File: src/rtl/instruction_fetch.sv
// instruction_fetch: program-counter owner and IF/ID pipeline register.
// Drives the PC to instruction memory, samples the returned word in the same
// cycle and loads IF/ID, applying redirect > flush > hold > conflict > fetch.
// Optional feature macro: INSTRUCTION_FETCH_PERF_EN builds the fetch/bubble
// performance counters; without it both counter ports read 16'h0000.
module instruction_fetch #(
  parameter logic [15:0] RESET_PC = 16'h0000,
  parameter int unsigned PC_STEP  = 4,
  parameter logic [15:0] NOP_WORD = 16'b0000100000000000
) (
  input  logic        clk,
  input  logic        rst,
  output logic [15:0] imem_pc,
  input  logic [15:0] imem_instr,
  input  logic        mem_conflict,
  input  logic        stall,
  input  logic        flush,
  input  logic        branch_taken,
  input  logic [15:0] branch_target,
  output logic [15:0] id_instr,
  output logic [15:0] id_pc,
  output logic [15:0] id_pc_next,
  output logic        id_valid,
  output logic [15:0] perf_fetched,
  output logic [15:0] perf_bubbles
);

  localparam int unsigned W = 16;
  localparam logic [W-1:0] STEP = W'(PC_STEP);

  typedef enum logic [2:0] {
    C_REDIRECT,
    C_FLUSH,
    C_HOLD,
    C_CONFLICT,
    C_FETCH
  } fetch_case_e;

  fetch_case_e  case_c;
  logic [W-1:0] pc_q, pc_d;
  logic [W-1:0] pc_inc_c;
  logic [W-1:0] instr_q, instr_d;
  logic [W-1:0] idpc_q, idpc_d;
  logic [W-1:0] idnext_q, idnext_d;
  logic         valid_q, valid_d;

  assign pc_inc_c = pc_q + STEP;

  // Select the single case that applies this cycle, highest priority first.
  always_comb begin
    case_c = C_FETCH;
    if (branch_taken)      case_c = C_REDIRECT;
    else if (flush)        case_c = C_FLUSH;
    else if (stall)        case_c = C_HOLD;
    else if (mem_conflict) case_c = C_CONFLICT;
  end

  // Next PC and IF/ID contents; a bubble keeps the old id_pc/id_pc_next.
  always_comb begin
    pc_d     = pc_q;
    instr_d  = instr_q;
    idpc_d   = idpc_q;
    idnext_d = idnext_q;
    valid_d  = valid_q;
    unique case (case_c)
      C_REDIRECT: begin
        pc_d    = branch_target;
        instr_d = NOP_WORD;
        valid_d = 1'b0;
      end
      C_FLUSH: begin
        pc_d    = stall ? pc_q : pc_inc_c;
        instr_d = NOP_WORD;
        valid_d = 1'b0;
      end
      C_HOLD: begin
      end
      C_CONFLICT: begin
        instr_d = NOP_WORD;
        valid_d = 1'b0;
      end
      default: begin
        pc_d     = pc_inc_c;
        instr_d  = imem_instr;
        idpc_d   = pc_q;
        idnext_d = pc_inc_c;
        valid_d  = 1'b1;
      end
    endcase
  end

  // PC and IF/ID state registers.
  always_ff @(posedge clk or posedge rst) begin
    if (rst) begin
      pc_q     <= RESET_PC;
      instr_q  <= NOP_WORD;
      idpc_q   <= '0;
      idnext_q <= '0;
      valid_q  <= 1'b0;
    end else begin
      pc_q     <= pc_d;
      instr_q  <= instr_d;
      idpc_q   <= idpc_d;
      idnext_q <= idnext_d;
      valid_q  <= valid_d;
    end
  end

  assign imem_pc    = pc_q;
  assign id_instr   = instr_q;
  assign id_pc      = idpc_q;
  assign id_pc_next = idnext_q;
  assign id_valid   = valid_q;

`ifdef INSTRUCTION_FETCH_PERF_EN
  logic [W-1:0] fetched_q, fetched_d;
  logic [W-1:0] bubbles_q, bubbles_d;

  // Count real fetches and loaded bubbles; holds are not counted.
  always_comb begin
    fetched_d = fetched_q;
    bubbles_d = bubbles_q;
    if (case_c == C_FETCH)     fetched_d = fetched_q + W'(1);
    else if (case_c != C_HOLD) bubbles_d = bubbles_q + W'(1);
  end

  // Performance counter registers, wrapping at 16 bits.
  always_ff @(posedge clk or posedge rst) begin
    if (rst) begin
      fetched_q <= '0;
      bubbles_q <= '0;
    end else begin
      fetched_q <= fetched_d;
      bubbles_q <= bubbles_d;
    end
  end

  assign perf_fetched = fetched_q;
  assign perf_bubbles = bubbles_q;
`else
  assign perf_fetched = '0;
  assign perf_bubbles = '0;
`endif

endmodule

File: config.mk
export PLATFORM = sky130hd
export DESIGN_NAME = instruction_fetch
export DESIGN_NICKNAME = d
export VERILOG_FILES = /design/src/rtl/instruction_fetch.sv
export SDC_FILE = /design/constraint.sdc
export NUM_CORES = 1
export LEC_CHECK = 0
export CORE_MARGIN = 1
export CORE_UTILIZATION = 55
export DETAILED_ROUTE_END_ITERATION = 6
export DONT_BUFFER_PORTS = 1
export GPL_TIMING_DRIVEN = 0
export MAX_ROUTING_LAYER = met4
export PLACE_DENSITY = 0.7
export RECOVER_POWER = 50
export SLEW_MARGIN = 30
export SYNTH_ARGS = -nofsm -noshare
export SYNTH_HDL_FRONTEND = slang
export SYNTH_SLANG_ARGS = --single-unit
File: constraint.sdc
create_clock -name clk -period 5.8 [get_ports clk]
set_clock_uncertainty 0.1 [all_clocks]
set_input_delay 0.87 -clock clk [delete_from_list [all_inputs] [get_ports clk]]
set_output_delay 0.87 -clock clk [all_outputs]
set_load 0.1 [all_outputs]
### Yosys cells after proc, flatten, opt, wreduce, memory -nomap -nowiden

Index checks and enable logic that the tools add are counted.

| storage, ports and cells | value |
|---|---|
| bits in registers | 65 |
| bits in latches | 0 |
| bits in writable memories | 0 |
| ROM bits | 0 |
| input port bits | 38 |
| word-level logic and storage cells | 24 |
| memories | 0 |

| cells by class | value |
|---|---|
| add/sub/neg operators | 1 |
| multiply operators | 0 |
| divide/modulo/power cells | 0 |
| $lt $le $gt $ge | 0 |
| equal/unequal tests | 4 |
| shift-type cells | 0 |
| muxes and demuxes | 8 |
| bitwise gates (word level) | 1 |
| reduce and logical (&&, ||, !) cells | 5 |

Operators by type and width:

| cell | count |
|---|---|
| case mux 16 bit (3 select lines) | 1 |
| case mux 16 bit (2 select lines) | 1 |
| adder 16 x 3 -> 16 bit, second input constant | 1 |
| 2-to-1 mux 16 bit | 1 |
| 2-to-1 mux 3 bit | 4 |
| == test 3 x 2 -> 1 bit, second input constant | 2 |
| OR reduction 4 bit | 1 |
| == test 3 x 1 -> 1 bit, second input constant | 1 |
| logical NOT 3 bit | 1 |
| OR reduction 3 bit | 1 |
| != test 2 bit, second input constant | 1 |
| case mux 1 bit (2 select lines) | 1 |
| AND reduction 2 bit | 1 |
| OR reduction 2 bit | 1 |
| NOT 1 bit | 1 |

### Depth between registers and ports, before layout

| depth | value |
|---|---|
| word-level depth | 8 |
| gate-level depth with buffers | 7 |

### Worst setup path before layout

OpenSTA, ideal clock, no wires.

| path | value |
|---|---|
| path kind | register to register |
| from | reg pc_q[4], in the netlist imem_pc[4] |
| to | reg pc_q[15], in the netlist imem_pc[15] |
| library setup time | 0.127 ns |
| arrival | 2.516 ns |
| data required time | 5.573 ns |
| slack | 3.057 ns |
| stages on the path, launching flop included | 6 |
| cells stage by stage | dfrtp_1 > buf_2 > nand4_1 > nor4_2 > mux2_2 > a221o_2 |

| on the way | value |
|---|---|
| cells in the longest elaborated chain, start to end | 3 |

Ends and longest elaborated chain:

| what | line | text |
|---|---|---|
| start: declaration | 40 | `logic [W-1:0] pc_q, pc_d;` |
| start signal: assignment | 101 | `pc_q <= pc_d;` |
| adder 16 x 3 -> 16 bit (*) | 47 | `assign pc_inc_c = pc_q + STEP;` |
| 2-to-1 mux 16 bit | 72 | `pc_d = stall ? pc_q : pc_inc_c;` |
| case mux 16 bit (3 select lines) (*) | 65 | `unique case (case_c)` |

Mark *: on every way between the ends. The rest lies on a longest branch, timed or not. The select of a mux whose other input is x is not followed.
A chain may end at the register's enable or synchronous reset.

==> flow_metrics.tcl <==
set metrics [dict create \
    status "complete, but fails checks" \
    violations "max-capacitance violations, max-slew violations" \
    rsz0062_at_grt "false" \
    power.density_mw_per_mm2 499 \
    crit_fanout 37 \
    grt.total_usage_pct 23.8 \
    post_cts_resized 0 \
    dieWidth_um 77.1 \
    grt_pass1_wl_um 10600 \
    post_cts.repair.setup_buffers 0 \
    overflow 0 \
    p_comb_share_pct 16.2 \
    routabilityCongestion 0.856 \
    worstSetupStartpoint "rst" \
    post-route-period-util_pct 52.6 \
    io_buffers 0 \
    cts_root_buffer "clkbuf_8" \
    fin_nets 374 \
    syn_to_final_growth_pct 13.5 \
    antenna_found_initial 0 \
    cts_hold_buffers 0 \
    crit_chain "clkinvlp_2 -> clkbuf_1" \
    synth_edf_count 0 \
    h-tree-depth 3 \
    initial_utilization_pct 58.8 \
    chipHeight_um 77.1 \
    end_kind "asynchronous set/reset pin" \
    r2r_cells 4 \
    cp_top_family "buffers and inverters" \
    ys.flop_type "dfrtp_1" \
    die_area_mm2 0.00594 \
    worst_pin_slew_ns 1.95 \
    synth_seq_cells 63 \
    critPathSlowestCell "clkbuf_1" \
    grt_max_degree 38 \
    layout_commonest_cell "dfrtp_1" \
    drc 0 \
    grt_pass1_vias 2106 \
    fin_util_pct 66.7 \
    arrival_ns 3.02 \
    crit_cells 2 \
    final.setup.tns_ns 0 \
    startpoint_type "input pin" \
    core_mm2 0.00527 \
    power.share.switching_pct 52.3 \
    cp.required_ns 5.77 \
    final.min_clock_period_ns 3.05 \
    syn_area_mm2 0.00310 \
    async_flop_share_pct 100 \
    cts_sinks 63 \
    worstSetupEndpoint "imem_pc[15]$_DFFE_PP0P_" \
    drive_gt1_share_pct 24.4 \
    cts_max_path_buffers 2 \
    synth_cell_types 39 \
    maxCapViolations 1 \
    placement_rows 26 \
    cts_made_buffers 9 \
    num_io_pins 135 \
    crit_type "in -> async" \
    max_freq_mhz 328 \
    vias_per_cell 5.23 \
    n_antenna_cell 0 \
    cts_tree "done" \
    drtIter0Drc 84 \
    synth_cells 292 \
    r2r_start "imem_pc[5]$_DFFE_PP0P_" \
    drv_slew 38 \
    pwr-share-clk_pct 23.7 \
    worst-path-buf-inv 2 \
    via_count 2143 \
    hold_viol_final 0 \
    ir_drop_mv 0.374 \
    ys.warnings.count 0 \
    routedWlPerCell_um 15.6 \
    clkLatencyLatePin_ns 0.34 \
    p_int_uw 837 \
    cpPeakStageDelay_ns 1.46 \
    syn_avg_cell_area_um2 10.6 \
    p_leak_uw 0.00162 \
    ant_nets 0 \
    relSlewSlack_pct -29.7 \
    p_sw_uw 919 \
    r2r-end "imem_pc[15]$_DFFE_PP0P_" \
    reg2reg_slack_ns 2.78 \
    ys_seq_area_share_pct 50.9 \
    layout_common_cells "dfrtp_1, buf_4, conb_1" \
    p_seq_share_pct 60.1 \
    fillers 462 \
    dp_hpwl_um 4700 \
    drt_wl_total_um 6400 \
    finalSetupViolCount 0 \
    clk_pin_slew_ns 0.06 \
    drt-pass1-iter-count 4 \
    hp-class "reg -> reg" \
]
==> cells in the mapped netlist (6+ instances only) <==
cell | number | area [µm²]
a21oi_1 | 13 | 65.1
nor2_1 | 31 | 116
nor3_1 | 6 | 30.0
inv_1 | 7 | 26.3
mux2_2 | 20 | 225
dfrtp_1 | 62 | 1550
buf_4 | 39 | 293
nand2_1 | 16 | 60.1
xnor2_1 | 17 | 149
a22o_1 | 11 | 96.3
o21ai_0 | 8 | 40.0
clkbuf_1 | 7 | 26.3
nand3_1 | 6 | 30.0
buf_2 | 7 | 35.0
==> registers in the layout, summed over array words and instances (netlist names) <==
| signal | flops |
|---|---|
| imem_pc | 16 |
| id_valid | 1 |
| id_instr | 16 |
| id_pc | 16 |
| id_pc_next | 14 |
==> metrics by stage <==
step                setup slack [ns]  std cells  hold slack (ns)  cell area [µm²]  power [µW]
CTS                             2.82        410            0.283             3560        1770
floorplan                       3.06        323            0.399             3210        1310
global placement                2.62        393            0.417             3300        1350
global route                    2.11        410            0.453             3520        1810
finish                          2.75        410            0.436             3520        1760
detailed placement              2.85        394            0.430             3330        1350
==> worst register-to-register path, stage by stage, from the launching register on <==
cell and delay, ns:
dfrtp_1 1.05, nand4_1 0.55, nor4_2 0.52, mux2_2 0.38, a221o_2 0.29
==> layout make-up <==
type / count / area (µm²) / area share, %
Timing Repair Buffer: 1 / 3.75 / 0.107
Clock buffer: 14 / 193 / 5.48
Buffer: 54 / 348 / 9.89
Inverter: 7 / 27.5 / 0.783
Clock inverter: 2 / 35.0 / 0.996
Tap cell: 70 / 87.6 / 2.49
Multi-Input combinational cell: 199 / 1240 / 35.4
Sequential cell: 63 / 1580 / 44.9
==> cells by family after synthesis <==
kind of cell,count (synthesis),share of synthesized area [%]
AND/OR/NAND/NOR,80,12.7
AO/OA/AOI/OAI,46,10.3
multiplexers,21,7.59
XOR/XNOR,19,5.37
other,1,0.121
flip-flops,63,50.9
buffers and inverters,61,12.6
adder cells (fa/ha/maj),1,0.404
==> per-layer routing <==
layer / track usage, % / routed length [µm] / up-vias
met4: 10.8 / 123 / 0
met3: 7.02 / 611 / 14
li1: - / - / 1022
met1: 29.9 / 2750 / 1008
met5: - / 0 / -
met2: 35.6 / 2920 / 99
==> power by group through the flow <==
stage	Sequential, µW	Clock (µW)	Combinational, µW
floorplan	1050	0	264
global placement	1060	0	282
detailed placement	1070	0	287
CTS	1060	424	288
global route	1070	434	306
finish	1060	416	284
==> worst min path at each step <==
stage	startpoint	end	slack, ns	cells after the start
floorplan	imem_pc[0]$_DFFE_PP0P_	imem_pc[0]$_DFFE_PP0P_	0.40	1
global placement	imem_pc[0]$_DFFE_PP0P_	imem_pc[0]$_DFFE_PP0P_	0.42	1
detailed placement	imem_pc[1]$_DFFE_PP0P_	id_pc[1]$_DFFE_PP0N_	0.43	1
CTS	rst	id_pc_next[2]$_DFFE_PP0N_	0.28	1
global route	imem_pc[1]$_DFFE_PP0P_	imem_pc[1]$_DFFE_PP0P_	0.45	1
finish	imem_pc[1]$_DFFE_PP0P_	id_pc[1]$_DFFE_PP0N_	0.44	1
Power figures use the tool's default switching activity.
